`config.mk`:
```
export PLATFORM = sky130hd
export DESIGN_NAME = mem_hex_dump
export DESIGN_NICKNAME = d
export VERILOG_FILES = /design/src/rtl/mem_hex_dump_pkg.sv /design/src/rtl/mem_hex_dump_nib.sv /design/src/rtl/mem_hex_dump.sv
export SDC_FILE = /design/constraint.sdc
export NUM_CORES = 1
export LEC_CHECK = 0
export BUFFER_PORTS_ARGS = -buffer_cell sky130_fd_sc_hd__buf_2
export CAP_MARGIN = 10
export CELL_PAD_IN_SITES_DETAIL_PLACEMENT = 1
export CELL_PAD_IN_SITES_GLOBAL_PLACEMENT = 1
export CORE_MARGIN = 3
export CORE_UTILIZATION = 41
export DETAILED_ROUTE_END_ITERATION = 8
export PLACE_DENSITY = 0.84
export SLEW_MARGIN = 10
export SYNTH_ARGS = -nofsm -noshare
export SYNTH_HDL_FRONTEND = slang
export SYNTH_SLANG_ARGS = --single-unit
```
`constraint.sdc`:
```
create_clock -name clk -period 4.3 [get_ports clk]
set_input_delay 0.645 -clock clk [delete_from_list [all_inputs] [get_ports clk]]
set_output_delay 0.645 -clock clk [all_outputs]
set_load 0.03 [all_outputs]
```
`src/rtl/mem_hex_dump_pkg.sv`:
```
// Shared constants and state encoding for the memory hex dumper.
package mem_hex_dump_pkg;
  localparam logic [7:0] chr_lf  = 8'h0a;
  localparam logic [7:0] chr_spc = 8'h20;
  localparam logic [7:0] chr_atm = 8'h40;

  typedef enum logic [2:0] {IDLE, ADR, FETCH, WAIT, HEX, SEP, FIN} state_t;
endpackage

```
`src/rtl/mem_hex_dump_nib.sv`:
```
// Nibble to lowercase ASCII hex digit.
module mem_hex_dump_nib (
  input  logic [3:0] i_nib,
  output logic [7:0] o_chr
);
  always_comb o_chr = (i_nib < 4'd10) ? (8'h30 + {4'h0, i_nib}) : (8'h57 + {4'h0, i_nib});
endmodule

```
`src/rtl/mem_hex_dump.sv`:
```
// Streams a memory region as "@addr" header plus space/LF separated hex words
// over a valid/ready byte channel.
module mem_hex_dump
  import mem_hex_dump_pkg::*;
#(
  parameter int WPL = 8
) (
  input  logic        clk,
  input  logic        rst,
  input  logic        start,
  input  logic [15:0] adr_bgn,
  input  logic [15:0] wcnt,
  output logic [15:0] mem_adr,
  output logic        mem_rd,
  input  logic [15:0] mem_dat,
  output logic [7:0]  tx_dat,
  output logic        tx_vld,
  input  logic        tx_rdy,
  output logic        busy,
  output logic        done
);
  localparam int LW = $clog2(WPL) + 1;

  state_t        r_st, w_nxt;
  logic [15:0]   r_adr, r_rem, r_word;
  logic [LW-1:0] r_lpos;
  logic [1:0]    r_dig;
  logic [2:0]    r_hpos;
  logic [15:0]   w_nsrc;
  logic [1:0]    w_nidx;
  logic [3:0]    w_nib;
  logic [7:0]    w_hex;
  logic          w_xfer, w_last, w_eol;

  assign w_xfer = tx_vld & tx_rdy;
  assign w_last = (r_rem == 16'd1);
  assign w_eol  = w_last || (r_lpos == LW'(WPL - 1));

  // Header positions 1..4 carry the address digits; data words use r_dig.
  assign w_nsrc = (r_st == ADR) ? r_adr : r_word;
  assign w_nidx = (r_st == ADR) ? (r_hpos[1:0] - 2'd1) : r_dig;
  assign w_nib  = w_nsrc[{~w_nidx, 2'b11} -: 4];

  mem_hex_dump_nib u_nib (.i_nib(w_nib), .o_chr(w_hex));

  assign mem_adr = r_adr;
  assign mem_rd  = (r_st == FETCH);
  assign done    = (r_st == FIN);
  assign busy    = (r_st != IDLE) && (r_st != FIN);

  always_comb begin
    w_nxt  = r_st;
    tx_vld = 1'b0;
    tx_dat = 8'h00;
    case (r_st)
      IDLE:  if (start) w_nxt = (wcnt != 16'd0) ? ADR : FIN;
      ADR: begin
        tx_vld = 1'b1;
        tx_dat = (r_hpos == 3'd0) ? chr_atm : (r_hpos == 3'd5) ? chr_lf : w_hex;
        if (tx_rdy && r_hpos == 3'd5) w_nxt = FETCH;
      end
      FETCH: w_nxt = WAIT;
      WAIT:  w_nxt = HEX;
      HEX: begin
        tx_vld = 1'b1;
        tx_dat = w_hex;
        if (tx_rdy && r_dig == 2'd3) w_nxt = SEP;
      end
      SEP: begin
        tx_vld = 1'b1;
        tx_dat = w_eol ? chr_lf : chr_spc;
        if (tx_rdy) w_nxt = w_last ? FIN : FETCH;
      end
      FIN:     w_nxt = IDLE;
      default: w_nxt = IDLE;
    endcase
  end

  always_ff @(posedge clk or posedge rst) begin
    if (rst) begin
      r_st   <= IDLE;
      r_adr  <= 16'h0000;
      r_rem  <= 16'h0000;
      r_word <= 16'h0000;
      r_lpos <= '0;
      r_dig  <= 2'd0;
      r_hpos <= 3'd0;
    end else begin
      r_st <= w_nxt;
      case (r_st)
        IDLE: if (start && wcnt != 16'd0) begin
          r_adr  <= adr_bgn;
          r_rem  <= wcnt;
          r_lpos <= '0;
          r_dig  <= 2'd0;
          r_hpos <= 3'd0;
        end
        ADR:  if (w_xfer) r_hpos <= r_hpos + 3'd1;
        WAIT: r_word <= mem_dat;
        HEX:  if (w_xfer) r_dig <= r_dig + 2'd1;
        SEP: if (w_xfer) begin
          r_rem  <= r_rem - 16'd1;
          r_lpos <= w_eol ? '0 : r_lpos + 1'b1;
          // Address stays on the final word; it wraps naturally past 0xffff.
          if (!w_last) r_adr <= r_adr + 16'd1;
        end
        default: ;
      endcase
    end
  end
endmodule

```
# == After elaboration in Yosys (flattened, before gate mapping) ==
# Index checks and enable logic that the tools add are counted.
# W data, S select, Z words.
# totals
elab_cells,89
latch_bits,0
n_memories,0
inputBits,52
register_bits,60
mem_bits_rw,0
romBits,0
# classes
n_mux,32
eq_ne,20
reduce_logical,18
n_addsub,8
mul,0
bitwise_logic,2
order_cmp,1
div_mod_pow,0
n_shift,1
# ops
op,count
$mux W16,6
$pmux W16 S2,2
$mux W3,8
$mux W8,3
$pmux W8 S3,1
$shiftx A19 B5 Y4,1
$pmux W3 S6,1
$add A16 B1 Y16 const B,1
$eq A16 B1 Y1 const B,1
$ne A2 B2 Y1 const B,8
$reduce_bool A16 Y1,1
$sub A16 B1 Y16 const B,1
$eq A3 B3 Y1 const B,4
$mux W4,3
$reduce_and A3 Y1,3
$add A7 B4 Y8 const A,1
$pmux W4 S2,1
$reduce_and A4 Y1,2
$add A6 B4 Y7 const A,1
$eq A3 B2 Y1 const B,2
$logic_not A3 Y1,2
$mux W2,3
$mux W6,1
$pmux W3 S2,1
19 further kinds,24

# == Depth between registers and ports, before layout ==
# depth
depth_word,9
depth_mapped,11
depth_no_buf,10

# == By module ==
# From an unflattened synthesis, not the netlist that was laid out.
# hier_totals
cells_unflattened,467
area_unflattened_um2,4135.2
# by_module_without_submodules
module,cells_each,area_each_um2,n_inst,seq_area_each_um2
mem_hex_dump,450,4012.6,1,1501.4
mem_hex_dump_nib,17,122.6,1,0.0

# == Worst setup path before layout ==
# OpenSTA, ideal clock, no wires.
# synth_path
path_kind,reg2out
startpoint,register r_hpos[0]
endpoint,output tx_dat[2]
path_slack_ns,0.234
n_path_buf,1
path_stages_with_launch,12
arrival_ns,3.421
path_cell_list,dfrtp_1 clkbuf_1 inv_1 ha_1 inv_1 mux2i_1 mux4_2 mux2i_1 ha_1 inv_1 or4_1 a21oi_1
# synth_between
elab_chain_cells,9
elab_cells_between_ends,13
# synth_lines
element,line_no,text
start: declaration,mem_hex_dump.sv:28,logic [2:0] r_hpos;
start signal: assignment,mem_hex_dump.sv:98,ADR: if (w_xfer) r_hpos <= r_hpos + 3'd1;
$sub A2 B1 Y2,mem_hex_dump.sv:41,assign w_nidx = (r_st == ADR) ? (r_hpos[1:0] - 2'd1) : r_dig;
$mux W2,mem_hex_dump.sv:41,
$not A2 Y2,mem_hex_dump.sv:42,"assign w_nib = w_nsrc[{~w_nidx, 2'b11} -: 4];"
$shiftx A19 B5 Y4,mem_hex_dump.sv:42,
$add A7 B4 Y8 (tied with other cells),mem_hex_dump_nib.sv:6,"always_comb o_chr = (i_nib < 4'd10) ? (8'h30 + {4'h0, i_nib}) : (8'h57 + {4'h0, i_nib});"
$mux W8,mem_hex_dump_nib.sv:6,
$mux W8 (2 in a row),mem_hex_dump.sv:59,tx_dat = (r_hpos == 3'd0) ? chr_atm : (r_hpos == 3'd5) ? chr_lf : w_hex;
$pmux W8 S3 (*),mem_hex_dump.sv:55,case (r_st)
end: declaration,mem_hex_dump.sv:16,"output logic [7:0] tx_dat,"
# Every way passes the cells marked *; elsewhere a longest branch is shown, timed or not.

# == Final worst setup path ==
# layout_path
startpoint,register r_st[2]
endpoint,output tx_dat[2]
# layout_between
elab_chain_cells,9
elab_cells_between_ends,14
# layout_lines
element,line_no,text
start: declaration,mem_hex_dump.sv:24,"state_t r_st, w_nxt;"
start signal: assignment,mem_hex_dump.sv:89,r_st <= w_nxt;
$eq A3 B1 Y1,"mem_hex_dump.sv:40, mem_hex_dump.sv:41, mem_hex_dump.sv:55",
$mux W2,mem_hex_dump.sv:41,
$not A2 Y2,mem_hex_dump.sv:42,
$shiftx A19 B5 Y4,mem_hex_dump.sv:42,
$add A7 B4 Y8 (tied with other cells),mem_hex_dump_nib.sv:6,
$mux W8,mem_hex_dump_nib.sv:6,
$mux W8 (2 in a row),mem_hex_dump.sv:59,
$pmux W8 S3 (*),mem_hex_dump.sv:55,
# Marks and branches as above.

==> results_dict.tcl <==
set metrics [dict create \
    postSynthAreaPerCell_um2 8.835 \
    met1_usage_pct 30.38 \
    synthAdderAreaFrac_pct 2.999 \
    n_fill_cell 1072 \
    syn_inst 425 \
    grt_max_degree 39 \
    hold_viol_final 0 \
    core-area_mm2 0.008806 \
    max-slew-margin-rel_pct 43.41 \
    synth_nets 486 \
    tightest_slew_ns 0.8423 \
    crit_fanout 16 \
    initial_utilization_pct 42.64 \
    antenna_found_initial 0 \
    cp-end-kind "output port" \
    post_drt_wl_per_cell_um 20.19 \
    async_reset_ff_share_pct 100.0 \
    worst-setup-path-type "flop to output port" \
    yosys.area_share.simple_pct 18.63 \
    clockBufferDepth 2 \
    worst_path_max_delay_cell "mux4_2" \
    skew_ns 0.007456 \
    setup_tns_ns 0 \
    drive_above_1_share_pct 26.65 \
    synth-seq-area-share_pct 39.99 \
    synth-seq-cells 60 \
    status "completed" \
    crit_required_ns 3.65 \
    synth_top_family_by_area "compound AO/OA/AOI/OAI gates" \
    syn-cell-area_mm2 0.003755 \
    crit_path_cell_trace "nor3b_4 > mux2i_4 > mux4_2 > mux2i_2 > ha_1 > inv_1 > or4_1 > a21oi_1 > buf_2" \
    synthToLayoutAreaGrowth_pct 19.06 \
    max_freq_mhz 244.7 \
    slew_violations 0 \
    firstDrtPassIters 4 \
    track_usage_pct 24.24 \
    path_buf_inv 2 \
    finalPower_mw 3.900 \
    vias 3703 \
    htree_levels 3 \
    fp.dieH_um 101.7 \
    yosysWarnings 0 \
    dp_cells 592 \
    finalInstanceArea_mm2 0.004471 \
    grt_pass1_vias 3919 \
    power.leakage_nw 1.950 \
    synth-edff-count 0 \
    die_area_mm2 0.01034 \
    ant_nets 0 \
    p_per_area_mw_per_mm2 872.4 \
    gr-max-usage-layer "met2" \
    synth.distinct_cells 58 \
    clk_pin_slew_ns 0.07 \
    ys.flop_type "dfrtp_1" \
    globalRouteMet3Util_pct 4.201 \
    io_pins 80 \
    fp-row-count 34 \
    cts_made_buffers 9 \
    cts_root_buf "clkbuf_8" \
    die_w_um 101.7 \
    irDropWorstVdd_v 0.0003378 \
    rsz0062_at_grt "no" \
    post_cts_buffers 0 \
    fin_crit_sh_pct 95.03 \
    final_cells 607 \
    cts_tree "done" \
    crit_family "multiplexers" \
    insertion_delay_ns 0.34 \
    cp.arrival_ns 3.44 \
    hpwl_um 8685 \
    antenna_cells 0 \
    setup_ws_ns 0.2138 \
    drt-total-wl_um 12250 \
    max_stage_delay_ns 0.55 \
    placed_area_mm2 0.004229 \
    drc 0 \
    drtIter0Drc 155 \
    clkSinkCount 60 \
    synth_xor_area_share_pct 0.4665 \
    period_needed_ns 4.086 \
    hold_path_class "primary input to async pin" \
    gr-total-overflow 0 \
    muxShareOfSynthArea_pct 11.33 \
    cap_violations 0 \
    setup_viol 0 \
    ff2ff_setup_slack_ns 1.44 \
    grt_use_met2_pct 42.81 \
    fin_nets 556 \
    pre_cts_ws_ns 0.3833 \
    crit_path_start_kind "flop" \
    synth_compound_area_share_pct 21.93 \
    grt_pass1_wl_um 19600 \
    port_buffers 78 \
    routabilityCongestion 0.8259 \
    vias_per_cell 6.100 \
]
==> layer usage <==
metal  up-vias  wire (um)
met1      1866       5125
met5         -          0
li1       1713          -
met4         0        165
met3        17        601
met2       107       6361
==> state kept, by name, summed over array words and instances, names as in the netlist <==
name,cells
r_dig,2
r_lpos,4
mem_adr,16
r_hpos,3
r_st,3
r_rem,16
r_word,16
==> final cells by class <==
cell class	instances	area [um2]	share of cell area, %
clock buffer	11	151.4	3.387
sequential	60	1503	33.61
timing repair buffer	86	450.4	10.08
multi-input combinational	322	2098	46.94
inverter	16	60.06	1.343
clock inverter	4	72.57	1.623
tap	108	135.1	3.023
==> cell families after synthesis <==
logic type	count (synthesis)
flip-flops	60
XOR/XNOR	2
other	1
adder cells (fa/ha/maj)	9
multiplexers	34
AO/OA/AOI/OAI	138
AND/OR/NAND/NOR	138
buffers and inverters	43
==> stage by stage <==
stage                     util, %  hold WS [ns]
after global placement      48.03        0.4882
after CTS                   50.61        0.4418
after detailed placement    48.03        0.4937
after floorplan                 -        0.4713
final                       50.77        0.4155
after global routing        50.77        0.4783
==> placed cells by master (no fill, tap or decap), types with 3 or more instances in the layout <==
cell      count
o22ai_1       5
nand2_1      31
clkbuf_8     11
o21ai_0      41
nand3b_1      5
a22o_1        3
nor3b_1       3
nand2b_1      3
mux2_2       18
and3_1        4
mux4_2        5
dfrtp_1      59
inv_1        15
nand3_1      14
mux2i_1       9
nor2b_1       5
a22oi_1       4
buf_2        78
nor3_1       16
nor2_1       37
a31oi_1       4
nand4_1       3
nor4_1        5
buf_4         8
ha_1          9
a21oi_1      54
==> Yosys cell counts, types with 4 or more instances <==
cell type / instances / share of area (%)
a22oi_1: 4 / 0.80
a21oi_1: 54 / 7.2
nand2_1: 31 / 3.1
nor2b_1: 5 / 0.83
mux2_2: 18 / 5.4
a31oi_1: 4 / 0.67
mux4_2: 5 / 3.0
clkbuf_1: 21 / 2.1
buf_2: 4 / 0.53
o21ai_0: 41 / 5.5
nor4_1: 5 / 0.83
dfrtp_1: 60 / 40
nand3_1: 14 / 1.9
ha_1: 9 / 3.0
and3_1: 4 / 0.67
nand3b_1: 5 / 1.0
inv_1: 16 / 1.6
nor3_1: 16 / 2.1
o22ai_1: 5 / 0.83
nor2_1: 37 / 3.7
mux2i_1: 11 / 2.9
==> worst paths after layout <==
path | cells past startpoint | startpoint | to
max | 9 | r_st[2]$_DFFE_PP0P_ | tx_dat[2]
min | 2 | rst | mem_adr[4]$_DFFE_PP0P_
max reg2reg | 6 | r_rem[6]$_DFFE_PP0P_ | mem_adr[15]$_DFFE_PP0P_
min reg2reg | 1 | r_word[7]$_DFFE_PP0P_ | r_word[7]$_DFFE_PP0P_
max in group asynchronous | 3 | rst | r_st[2]$_DFFE_PP0P_
min in group clk | 1 | r_word[7]$_DFFE_PP0P_ | r_word[7]$_DFFE_PP0P_
==> power by group <==
part / internal (mW) / switching [mW] / leakage, nW / total [mW]
Sequential: 0.831 / 0.330 / 0.714 / 1.16
Clock: 0.354 / 0.232 / 0.111 / 0.586
Combinational: 0.795 / 1.36 / 1.12 / 2.15
Total: 1.98 / 1.92 / 1.95 / 3.90
==> timing repair <==
item / CTS / global route
setup endpoints to repair: 1 / 1
resized for setup: 1 / 3
hold buffers: 0 / 0
Note: power is estimated with default switching activity, not from simulation.
